**config.mk**
```make
export PLATFORM = sky130hd
export DESIGN_NAME = cam_cfg_cmd_sequencer
export DESIGN_NICKNAME = d
export VERILOG_FILES = /design/src/rtl/cam_cfg_pkg.sv /design/src/rtl/cam_cfg_step_rom.sv /design/src/rtl/cam_cfg_cmd_sequencer.sv
export SDC_FILE = /design/constraint.sdc
export NUM_CORES = 1
export LEC_CHECK = 0
export CAP_MARGIN = 10
export CORE_ASPECT_RATIO = 1.4
export CORE_MARGIN = 2
export CORE_UTILIZATION = 48
export DETAILED_ROUTE_END_ITERATION = 7
export PLACE_DENSITY = 0.85
export SLEW_MARGIN = 5
export SYNTH_ARGS = -nofsm -noshare
export SYNTH_HDL_FRONTEND = slang
export SYNTH_HIERARCHICAL = 1
export SYNTH_SLANG_ARGS = --single-unit
```
**constraint.sdc**
```tcl
create_clock -name sysClk -period 4.2 [get_ports sysClk]
set_input_delay 1.26 -clock sysClk [delete_from_list [all_inputs] [get_ports sysClk]]
set_output_delay 1.26 -clock sysClk [all_outputs]
set_load 0.05 [all_outputs]
```
**src/rtl/cam_cfg_pkg.sv**
```systemverilog
// Shared types and constants for the camera register-table sequencer.
package cam_cfg_pkg;

    typedef enum logic [2:0] {
        ST_IDLE,
        ST_LOAD,
        ST_ISSUE,
        ST_WAIT,
        ST_FINISH
    } state_t;

    localparam logic [7:0] CFG_BASE      = 8'h02;

    localparam logic [7:0] REG_EXPOSURE  = 8'h10;
    localparam logic [7:0] REG_SHUTTER   = 8'h11;
    localparam logic [7:0] REG_CROP_XLO  = 8'h20;
    localparam logic [7:0] REG_CROP_XHI  = 8'h21;
    localparam logic [7:0] REG_CROP_YLO  = 8'h22;
    localparam logic [7:0] REG_CROP_YHI  = 8'h23;

    localparam int CFG_STEPS  = 2;
    localparam int CROP_STEPS = 4;

endpackage

```
**src/rtl/cam_cfg_step_rom.sv**
```systemverilog
// Maps (burst kind, step) to the camera register address and the 16-bit table field it carries.
module cam_cfg_step_rom
    import cam_cfg_pkg::*;
(
    input  logic       is_crop,
    input  logic [1:0] step,
    output logic [7:0] i2c_addr,
    output logic [1:0] field_sel
);

    always_comb begin
        i2c_addr  = REG_EXPOSURE;
        field_sel = 2'd0;
        if (is_crop) begin
            field_sel = step;
            case (step)
                2'd0:    i2c_addr = REG_CROP_XLO;
                2'd1:    i2c_addr = REG_CROP_XHI;
                2'd2:    i2c_addr = REG_CROP_YLO;
                default: i2c_addr = REG_CROP_YHI;
            endcase
        end else if (step == 2'd1) begin
            i2c_addr  = REG_SHUTTER;
            field_sel = 2'd1;
        end
    end

endmodule

```
**src/rtl/cam_cfg_cmd_sequencer.sv**
```systemverilog
// Expands register-table writes into verified camera I2C write bursts and holds the
// per-camera RGB/compression config, committed only by a clean config burst.
module cam_cfg_cmd_sequencer
    import cam_cfg_pkg::*;
#(
    parameter int  N_CAMS    = 2,
    parameter int  I2C_DW    = 16,
    parameter int  MAX_RETRY = 3,
    parameter int  ACK_TMO   = 1023,
    localparam int CAM_W     = (N_CAMS > 1) ? $clog2(N_CAMS) : 1
) (
    input  logic                sysClk,
    input  logic                rst_n,
    input  logic [7:0]          reg_addr,
    input  logic [127:0]        reg_data,
    input  logic                in_valid,
    output logic                in_ready,
    output logic [7:0]          cam_i2c_addr,
    output logic [I2C_DW-1:0]   cam_i2c_data,
    output logic                cam_i2c_valid,
    input  logic                cam_i2c_ready,
    input  logic [I2C_DW-1:0]   slave_copy,
    input  logic                slave_copy_valid,
    output logic [CAM_W-1:0]    cam_id,
    output logic [N_CAMS-1:0]   rgb,
    output logic [2*N_CAMS-1:0] compression,
    output logic                busy,
    output logic                done,
    output logic                err
);

    localparam int RETRY_W = (MAX_RETRY > 0) ? $clog2(MAX_RETRY + 1) : 1;
    localparam int TMO_W   = $clog2(ACK_TMO + 1);
    localparam logic [RETRY_W-1:0] RETRY_LIMIT = RETRY_W'(MAX_RETRY);
    localparam logic [TMO_W-1:0]   TMO_LAST    = TMO_W'(ACK_TMO - 1);

    state_t             state, state_nxt;
    logic               kind_crop_q;
    logic [63:0]        data_q;
    logic [1:0]         step_q;
    logic [RETRY_W-1:0] retry_q;
    logic [TMO_W-1:0]   tmo_q;
    logic               err_q;

    logic               addr_ok, kind_crop_dec;
    logic [CAM_W-1:0]   cam_dec;
    logic [7:0]         rom_addr;
    logic [1:0]         rom_sel;
    logic [15:0]        field;
    logic               accept, last_step, rb_match, rb_fail, retry_done;
    logic               unused_hi;

    // Only the low 64 table bits carry fields for either burst kind.
    assign unused_hi = ^reg_data[127:64];

    always_comb begin
        addr_ok       = 1'b0;
        kind_crop_dec = 1'b0;
        cam_dec       = '0;
        if (reg_addr >= CFG_BASE && reg_addr < CFG_BASE + 8'(N_CAMS)) begin
            addr_ok = 1'b1;
            cam_dec = CAM_W'(reg_addr - CFG_BASE);
        end else if (reg_addr >= CFG_BASE + 8'(N_CAMS) &&
                     reg_addr <  CFG_BASE + 8'(2 * N_CAMS)) begin
            addr_ok       = 1'b1;
            kind_crop_dec = 1'b1;
            cam_dec       = CAM_W'(reg_addr - CFG_BASE - 8'(N_CAMS));
        end
    end

    cam_cfg_step_rom u_step_rom (
        .is_crop   (kind_crop_q),
        .step      (step_q),
        .i2c_addr  (rom_addr),
        .field_sel (rom_sel)
    );

    always_comb begin
        case (rom_sel)
            2'd0:    field = data_q[15:0];
            2'd1:    field = data_q[31:16];
            2'd2:    field = data_q[47:32];
            default: field = data_q[63:48];
        endcase
    end

    assign accept     = in_valid && (state == ST_IDLE);
    assign last_step  = kind_crop_q ? (step_q == 2'(CROP_STEPS - 1))
                                    : (step_q == 2'(CFG_STEPS - 1));
    // A readback in the timeout cycle is judged on its value; the timeout only counts when none arrives.
    assign rb_match   = (state == ST_WAIT) && slave_copy_valid && (slave_copy == cam_i2c_data);
    assign rb_fail    = (state == ST_WAIT) && !rb_match && (slave_copy_valid || tmo_q == TMO_LAST);
    assign retry_done = (retry_q == RETRY_LIMIT);

    always_ff @(posedge sysClk or negedge rst_n) begin
        if (!rst_n) state <= ST_IDLE;
        else        state <= state_nxt;
    end

    always_comb begin
        state_nxt = state;
        case (state)
            ST_IDLE:   if (accept) state_nxt = addr_ok ? ST_LOAD : ST_FINISH;
            ST_LOAD:   state_nxt = ST_ISSUE;
            ST_ISSUE:  if (cam_i2c_ready) state_nxt = ST_WAIT;
            ST_WAIT: begin
                if (rb_match)     state_nxt = last_step ? ST_FINISH : ST_LOAD;
                else if (rb_fail) state_nxt = retry_done ? ST_FINISH : ST_ISSUE;
            end
            ST_FINISH: state_nxt = ST_IDLE;
            default:   state_nxt = ST_IDLE;
        endcase
    end

    always_ff @(posedge sysClk or negedge rst_n) begin
        if (!rst_n) begin
            kind_crop_q  <= 1'b0;
            data_q       <= '0;
            step_q       <= '0;
            retry_q      <= '0;
            tmo_q        <= '0;
            err_q        <= 1'b0;
            cam_id       <= '0;
            cam_i2c_addr <= '0;
            cam_i2c_data <= '0;
            rgb          <= '0;
            compression  <= '0;
        end else begin
            case (state)
                ST_IDLE: if (accept) begin
                    kind_crop_q <= kind_crop_dec;
                    data_q      <= reg_data[63:0];
                    err_q       <= !addr_ok;
                    step_q      <= '0;
                    retry_q     <= '0;
                    if (addr_ok) cam_id <= cam_dec;
                end
                ST_LOAD: begin
                    cam_i2c_addr <= rom_addr;
                    cam_i2c_data <= I2C_DW'(field);
                end
                ST_ISSUE: if (cam_i2c_ready) tmo_q <= '0;
                ST_WAIT: begin
                    if (tmo_q != TMO_LAST) tmo_q <= tmo_q + TMO_W'(1);
                    if (rb_match) begin
                        step_q  <= step_q + 2'd1;
                        retry_q <= '0;
                    end else if (rb_fail) begin
                        if (retry_done) err_q <= 1'b1;
                        else            retry_q <= retry_q + RETRY_W'(1);
                    end
                end
                ST_FINISH: if (!kind_crop_q && !err_q) begin
                    for (int k = 0; k < N_CAMS; k++) begin
                        if (cam_id == CAM_W'(k)) begin
                            rgb[k]             <= data_q[32];
                            compression[2*k+:2] <= data_q[34:33];
                        end
                    end
                end
                default: ;
            endcase
        end
    end

    assign in_ready      = (state == ST_IDLE);
    assign cam_i2c_valid = (state == ST_ISSUE);
    assign busy          = (state != ST_IDLE);
    assign done          = (state == ST_FINISH);
    assign err           = err_q;

endmodule

```
Yosys cells after proc, flatten, opt, wreduce, memory -nomap -nowiden --
Index checks and enable logic that the tools add are counted.
Cells by class: add/sub/neg operators 5, multipliers 0, div/mod/pow operators 0, magnitude comparators 4, equality and inequality tests 22, shifts and indexed selects 0, muxes and demuxes 35, bitwise gates (word level) 1, reductions and logical operators 28
Operators with widths (count):
- 16-bit one-hot mux with 3 select lines | 1
- 3-bit two-way mux | 7
- 10-bit two-way mux | 2
- 10-bit one-hot mux with 2 select lines | 1
- 3-bit AND reduction | 6
- 16-bit equality test | 1
- 8-bit by 3-bit < comparator with 1-bit output (second input constant) | 2
- 1-bit two-way mux | 12
- 2-bit two-way mux | 6
- 3-bit one-hot mux with 4 select lines | 1
- 10-bit by 1-bit adder with 10-bit output (second input constant) | 1
- 10-bit equality test (second input constant) | 1
- 10-bit inequality test (second input constant) | 1
- 2-bit equality test (second input constant) | 4
- 8-bit by 2-bit >= comparator with 1-bit output (second input constant) | 1
- 8-bit by 3-bit >= comparator with 1-bit output (second input constant) | 1
- 1-bit logical AND | 8
- 8-bit two-way mux | 1
- 2-bit inequality test (second input constant) | 4
- 2-bit one-hot mux with 2 select lines | 2
- 3-bit by 2-bit equality test with 1-bit output (second input constant) | 2
- 2-bit by 1-bit inequality test with 1-bit output (second input constant) | 3
- 3-bit inequality test (second input constant) | 2
- 2-bit one-hot mux with 3 select lines | 1
- 16 further kinds | 24
Storage, ports and cells: flip-flop bits (word level) 114, bits in latches 0, bits in writable memories 0, memory bits (read-only) 0, input bits 157, memories 0

Depth between registers and ports, before layout --
Gate-level depths: netlist of the first run.
depth in word-level cells 9, gate-level depth with buffers 8

Modules after synthesis --
The synthesis of the first run kept the hierarchy.
Modules (own cells, without submodules):
- cam_cfg_cmd_sequencer | times used 1, cells each 509, area each 5206.2 µm², sequential area each 2852.7 µm²
- cam_cfg_step_rom | times used 1, cells each 11, area each 78.8 µm², sequential area each 0.0 µm²

Least setup slack after synthesis of the first run --
Ideal clock, no wire load.
path kind reg-to-output, from register state[0], to output port in_ready, arrival 1.418 ns, data required time 2.940 ns, path slack 1.522 ns, stages on the path, launching flop included 4, buffers on the path 1, path through dfrtp_1 -> clkbuf_2 -> or3_1 -> inv_2
Between the ends: longest elaborated chain between the ends 1
RTL lines:
- start: declaration | RTL line cam_cfg_cmd_sequencer.sv:37 | state_t state, state_nxt;
- start signal: assignment | RTL line cam_cfg_cmd_sequencer.sv:97 | else state <= state_nxt;
- 3-bit zero test | RTL line cam_cfg_cmd_sequencer.sv:166 | assign in_ready = (state == ST_IDLE);
- end: declaration | RTL line cam_cfg_cmd_sequencer.sv:17 | output logic in_ready,
Every way passes these cells.

Final worst setup path of the first run --
from register state[1], to output port in_ready
Same word-level chain as after synthesis.

==> results of run 1 <==
-- worst paths after layout --
kind | start | end | slack, ns | cells past startpoint
setup reg to reg | kind_crop_q$_DFFE_PN0P_ | cam_i2c_data[8]$_DFFE_PN0N_ | 1.84 | 4
max in group asynchronous | rst_n | data_q[47]$_DFFE_PN0P_ | 2.48 | 2
hold reg to reg | data_q[53]$_DFFE_PN0P_ | data_q[53]$_DFFE_PN0P_ | 0.47 | 2
min in group asynchronous | rst_n | cam_id$_DFFE_PN0P_ | 0.95 | 1
hold / removal | data_q[53]$_DFFE_PN0P_ | data_q[53]$_DFFE_PN0P_ | 0.47 | 2
setup / recovery | state[1]$_DFFE_PN0P_ | in_ready | 0.66 | 3
-- power breakdown --
group | switching (W) | internal [W]
clock | 0.000487 | 0.000937
combinational | 0.000939 | 0.000683
sequential | 0.000298 | 0.00150
total | 0.00172 | 0.00312
-- kinds of logic (layout without fill, tap and decap cells) --
family	after synthesis	in the layout	synth area share
adder cells (fa/ha/maj)	3	3	0.00710
AO/OA/AOI/OAI	35	35	0.0398
XOR/XNOR	18	18	0.0298
flip-flops	114	114	0.540
other	1	4	0.000710
AND/OR/NAND/NOR	264	264	0.213
buffers and inverters	36	173	0.0320
multiplexers	49	49	0.138
-- Yosys cell counts, types with 5 or more instances --
master and count:
inv_1 5, dfrtp_1 114, buf_2 11, mux4_2 16, nor3_1 5, mux2_2 31, nor2_1 16, clkbuf_1 10
nand2_1 208, xnor2_1 14, nand4_1 7, a21oi_1 6, o21ai_0 16, buf_4 5, nand3_1 7
-- sequential cells by signal, summed over array words and instances (netlist names) --
| register | flops |
|---|---|
| err | 1 |
| cam_i2c_data | 16 |
| cam_id | 1 |
| data_q | 64 |
| cam_i2c_addr | 8 |
| kind_crop_q | 1 |
| tmo_q | 10 |
| step_q | 2 |
| state | 3 |
| rgb | 2 |
| compression | 4 |
| retry_q | 2 |
-- critical path: cells and delay by family, from the launching register on --
| family | cells | cell delay (ns) |
|---|---|---|
| simple gates | 1 | 0.47 |
| flops | 1 | 0.48 |
| buf+inv | 2 | 0.93 |
-- layout make-up --
class	count	area (um2)	area share
repair buffers	134	1320	0.182
clock inverters	11	138	0.0190
inverters	8	30.0	0.00414
multi-input cells	373	2290	0.316
well taps	141	176	0.0243
flip-flops and latches	114	2850	0.393
clock buffers	20	447	0.0615
-- cell usage in the layout, fill, tap and decap left out, types with 2 or more instances in the layout --
cell type / netlist / routed
o41ai_1: 2 / 2
nand3_1: 7 / 7
a21oi_1: 6 / 6
buf_4: 5 / 7
nand2_1: 208 / 207
and3_1: 3 / 3
o31ai_1: 2 / 2
inv_1: 5 / 5
nand3b_1: 2 / 2
and2_2: 2 / 3
clkinvlp_4: 0 / 3
mux2i_1: 2 / 2
mux2_2: 31 / 31
clkdlybuf4s50_1: 0 / 127
clkinv_2: 0 / 5
clkbuf_1: 10 / 2
dfrtp_1: 114 / 114
mux4_2: 16 / 16
nand4_1: 7 / 7
conb_1: 1 / 4
nor2_1: 16 / 16
o21ai_0: 16 / 16
a31oi_1: 4 / 4
nor3_1: 5 / 5
inv_2: 3 / 3
or3_1: 4 / 4
xnor2_1: 14 / 14
xor2_1: 4 / 4
ha_1: 3 / 3
clkbuf_16: 0 / 17
bufinv_16: 0 / 3
-- routing by layer --
metal | vias to the layer above | share of wire | track usage
li1 | 1977 | - | -
met1 | 2043 | 0.39 | 0.264
met2 | 165 | 0.54 | 0.416
met3 | 21 | 0.055 | 0.0623
met4 | 0 | 0.023 | 0.0952
met5 | - | 0 | 0
-- stage by stage --
stage / instances / utilization / power, W / cell area (um2)
after floorplan: 523 / - / 0.00285 / 5300
after global placement: 770 / 0.617 / 0.00332 / 6680
after detailed placement: 770 / 0.617 / 0.00341 / 6680
after CTS: 801 / 0.672 / 0.00486 / 7260
after global routing: 801 / 0.672 / 0.00509 / 7260
final: 801 / 0.672 / 0.00484 / 7260
==> run_results.csv, run 1 <==
group,metric,value,unit
worst_setup_path,cp_data_required_time,2.94,ns
clock_tree,ctsRootBufferMaster,"clkbuf_16",
synthesis,synth-main-ff-cell,"dfrtp_1",
worst_setup_path,path_cells,"or3_1 > inv_2 > clkdlybuf4s50_1",
worst_hold_path,holdCritPathClass,"flop to flop",
die,top_level_ports,193,
final_layout,final_layout_size_suffix_gt1_frac,0.147,
timing,rsz0062_at_grt,"no",
detailed_routing,drt-initial-drc-count,248,
synthesis,synth_top_area_share,0.540,
placed_design,io_buffers,128,
clock_tree,htreeDepth,4,
pwr,cellPowerDensity,667,nW/um2
clock_tree,clkSinkCount,114,
synthesis,synth_area_per_cell,10.2,um2
detailed_routing,drt-pass1-iter-count,4,
clock_tree,hold_buffers,0,
die,start_util,0.489,
synthesis,synth_cell_types,43,
synthesis,synth_area,5290,um2
detailed_routing,route.detailed.drc,0,
worst_setup_path,critPathArrivalTime,2.28,ns
timing,setup_violations,0,
timing,max_freq,282,MHz
synthesis,synth_edf_count,0,
clock_tree,clk_pin_slew,0.05,ns
timing,layout_min_cycle_time,3.54,ns
clock_tree,numCtsBuffers,17,
timing,post-route-period-util,0.844,
placed_design,dp_hpwl,9.44,mm
pwr,leakage,3.37,nW
synthesis,synth-seq-cells,114,
grt,grt_usage,0.233,
clock_tree,clk_latency,0.42,ns
synthesis,synthCells,520,
timing,finalClockSkew,0.0166,ns
worst_setup_path,crit_slowest_cell,"clkdlybuf4s50_1",
timing,slew_violations,0,
die,die_x,92.7,um
synthesis,synth_area_leaders,"dfrtp_1, nand2_1, mux4_2",
clock_tree,tritoncts,"done",
synthesis,yosysTopAreaCell,"dfrtp_1",
grt,antenna_found_initial,0,
detailed_routing,finalWirelength,13.4,mm
detailed_routing,wl_per_cell,16.7,um
final_layout,nNetsFinal,808,
flow_run,cap_viol_max_count,0,
grt,overflow,0,
final_layout,area_growth_syn_to_layout,37.4,%
synthesis,synth_async_sr_flop_share,1.00,
outcome,status,"completed",
placed_design,dpl_worst_slack,0.737,ns
timing,setup_tns,0,ns
timing,whs,0.473,ns
placed_design,gp_congestion,0.852,
pwr,vdd_drop_max,0.000347,V
detailed_routing,ant_nets,0,
worst_setup_path,critPathCaptureType,"primary output",
clock_tree,clockBufferDepth,2,
clock_tree,cts_setup_buffers,0,
final_layout,nFillCells,807,
grt,first_global_vias,4290,
grt,grt_pass1_wl,21.1,mm
detailed_routing,vias_per_cell,5.25,
detailed_routing,vias,4206,
timing,setup_ws,0.655,ns
worst_setup_path,start_kind,"flop",
grt,grt_max_degree,70,
die,rows,45,
worst_setup_path,path_class,"flop to primary output",
worst_setup_path,path_max_fanout,5,
die,dieArea,11900,um2
final_layout,n_antenna_cell,0,
worst_setup_path,max_stage_delay,0.81,ns
clock_tree,cts_resized,0,
timing,relSlewSlack,0.407,
synthesis,ys_seq_area_frac,0.540,
synthesis,yosysWarnings,6,
die,core_area,10800,um2
timing,worst_slew_pin_slew,0.888,ns
timing,final-hold-violation-count,0,
die,dieHeight,128,um
Power figures use the tool's default switching activity.
==> inputs of run 2 (changes only) <==
--- a/config.mk
+++ b/config.mk
@@ -8,9 +8,9 @@
 export CAP_MARGIN = 10
 export CORE_ASPECT_RATIO = 1.4
 export CORE_MARGIN = 2
-export CORE_UTILIZATION = 48
+export CORE_UTILIZATION = 41
 export DETAILED_ROUTE_END_ITERATION = 7
-export PLACE_DENSITY = 0.85
+export PLACE_DENSITY = 0.78
 export SLEW_MARGIN = 5
 export SYNTH_ARGS = -nofsm -noshare
 export SYNTH_HDL_FRONTEND = slang
==> constraint.sdc (replaced) <==
create_clock -name sysClk -period 2.95 [get_ports sysClk]
set_input_delay 0.885 -clock sysClk [delete_from_list [all_inputs] [get_ports sysClk]]
set_output_delay 0.885 -clock sysClk [all_outputs]
set_load 0.05 [all_outputs]
==> run 2 against run 1 <==
  * Wire length down 3.0%
  * First-iteration DRC count down 13%
  * Die area up 16%
  * Setup slack worse by 0.37 ns
  * Sequential share of layout area down 0.22 points
  * Clock power up 32%
  * Critical path depth down 1
  * Count of clock-buffer cells in the layout up 6
  * Utilization down 9.6 points
  * Register-to-register slack worse by 0.97 ns
  * Final cell count up 1.5%
  * Sequential cell count unchanged
  * Critical endpoint is now busy
==> run_results.csv, run 2 (synthesis results as in run 1) <==
group,metric,value,unit
timing,worst_slew_pin_slew,0.737,ns
placed_design,dp_hpwl,9.16,mm
timing,whs,0.471,ns
final_layout,top_regs,"data_q x64, cam_i2c_data x16, tmo_q x10",
clock_tree,ctsRootBufferMaster,"clkbuf_16",
clock_tree,clk_pin_slew,0.05,ns
die,top_level_ports,193,
pwr,pwr-share-seq,0.379,
grt,antenna_found_initial,0,
worst_setup_path,path_cells,"or3_1 > dlygate4sd2_1",
pwr,switchingPower,0.00240,W
worst_setup_path,r2r_start,"kind_crop_q$_DFFE_PN0P_",
timing,setup_tns,0,ns
pwr,cellPowerDensity,922,nW/um2
grt,grt_max_degree,115,
timing,relSlewSlack,0.507,
worst_setup_path,crit_family,"flip-flops",
timing,slew_violations,0,
worst_setup_path,start_kind,"flop",
final_layout,nFillCells,1047,
timing,final-hold-violation-count,0,
die,rows,49,
timing,finalClockSkew,0.00648,ns
final_layout,postLayoutCoreUtil,0.575,
placed_design,placedCellCount,783,
worst_hold_path,min_from,"data_q[61]$_DFFE_PN0P_",
pwr,pwr-share-clk,0.278,
worst_setup_path,cp_num_buf_inv,1,
worst_setup_path,path_class,"flop to primary output",
clock_tree,cts_setup_buffers,0,
final_layout,top_register,"data_q",
detailed_routing,drt-pass1-iter-count,4,
final_layout,stdcell_count,813,
timing,setup_violations,0,
clock_tree,numCtsBuffers,17,
worst_setup_path,path_max_fanout,5,
final_layout,final_common_cell,"nand2_1",
clock_tree,clkSinkCount,114,
worst_setup_path,crit_start,"state[1]$_DFFE_PN0P_",
clock_tree,tritoncts,"done",
worst_hold_path,holdCritPathClass,"flop to flop",
final_layout,largest_register_ffs,64,
final_layout,final_cell_mix,"nand2_1, clkdlybuf4s50_1, dfrtp_1",
worst_setup_path,crit_slowest_cell,"dfrtp_1",
placed_design,io_buffers,128,
final_layout,n_antenna_cell,0,
worst_setup_path,critPathCaptureType,"primary output",
flow_run,cap_viol_max_count,0,
detailed_routing,route.detailed.drc,0,
pwr,p_comb_frac,0.343,
detailed_routing,drt-initial-drc-count,217,
clock_tree,clockBufferDepth,2,
pwr,power.internal,0.00433,W
clock_tree,cts_resized,1,
detailed_routing,vias,4178,
timing,layout_min_cycle_time,2.66,ns
detailed_routing,finalWirelength,13.0,mm
clock_tree,htreeDepth,4,
detailed_routing,ant_nets,0,
final_layout,multiInputGateArea,2290,um2
grt,first_global_vias,4360,
die,dieHeight,138,um
die,die_x,100,um
placed_design,gp_congestion,0.870,
die,start_util,0.416,
worst_setup_path,critPathArrivalTime,1.78,ns
timing,post-route-period-util,0.902,
pwr,netSwitchingFraction,0.356,
final_layout,final_layout_size_suffix_gt1_frac,0.148,
pwr,leakage,3.41,nW
detailed_routing,vias_per_cell,5.14,
outcome,status,"completed",
die,dieArea,13800,um2
clock_tree,hold_buffers,0,
grt,grt_usage,0.198,
die,core_area,12700,um2
final_layout,regArea,2850,um2
timing,max_freq,376,MHz
final_layout,nNetsFinal,809,
pwr,vdd_drop_max,0.000532,V
worst_setup_path,max_stage_delay,0.46,ns
detailed_routing,wl_per_cell,16.0,um
grt,overflow,0,
final_layout,area_growth_syn_to_layout,38.1,%
worst_setup_path,cp_data_required_time,2.07,ns
grt,grt_pass1_wl,21.3,mm
clock_tree,clk_latency,0.40,ns
timing,rsz0062_at_grt,"no",
[run 2: cell types whose count changed in the layout (fill, tap and decap cells not counted), moves of 3 or more]
cell             previous run  this run
buf_12                      0         4
clkbuf_8                    1         7
clkdlybuf4s50_1           127       123
bufinv_16                   3         0
[run 2: worst paths after layout]
check / endpoint / slack [ns] / cells after the start
setup / recovery: busy / 0.29 / 2
hold / removal: data_q[61]$_DFFE_PN0P_ / 0.47 / 2
setup reg to reg: cam_i2c_data[15]$_DFFE_PN0N_ / 0.87 / 3
hold reg to reg: data_q[61]$_DFFE_PN0P_ / 0.47 / 2
max in group asynchronous: cam_i2c_data[8]$_DFFE_PN0N_ / 1.95 / 2
min in group asynchronous: compression[0]$_DFFE_PN0P_ / 0.57 / 2
[run 2: power by group through the flow]
stage | clock network [W] | registers [W] | logic [W]
6_report | 0.00187 | 0.00255 | 0.00231
5_1_grt | 0.00198 | 0.00261 | 0.00254
4_1_cts | 0.00191 | 0.00255 | 0.00233
3_5_place_dp | 0 | 0.00256 | 0.00232
3_3_place_gp | 0 | 0.00251 | 0.00224
2_1_floorplan | 0 | 0.00278 | 0.00127
[run 2: final cells by class]
type | instances | share of cell area
inverters | 8 | 0.00411
multi-input cells | 373 | 0.314
well taps | 153 | 0.0262
clock inverters | 4 | 0.00308
flip-flops and latches | 114 | 0.391
repair buffers | 135 | 0.189
clock buffers | 26 | 0.0725
[run 2: per-layer routing]
layer | track usage | vias up | part of all wire
met4 | 0.0822 | 0 | 0.022
met3 | 0.0455 | 18 | 0.045
li1 | - | 1981 | -
met1 | 0.245 | 2048 | 0.41
met5 | 0 | - | 0
met2 | 0.332 | 131 | 0.52
[run 2: tightest hold or removal path, stage by stage (launching register included)]
cell and delay (ns):
dfrtp_1 0.33, nand2_1 0.05, nand2_1 0.06
[run 2: per-stage QoR]
| stage | power, W | area, um2 | setup WS (ns) |
|---|---|---|---|
| after global placement | 0.00474 | 6750 | 0.248 |
| after floorplan | 0.00406 | 5300 | 0.647 |
| final | 0.00673 | 7300 | 0.289 |
| after global routing | 0.00713 | 7300 | 0.213 |
| after detailed placement | 0.00488 | 6750 | 0.182 |
| after CTS | 0.00679 | 7300 | 0.0145 |
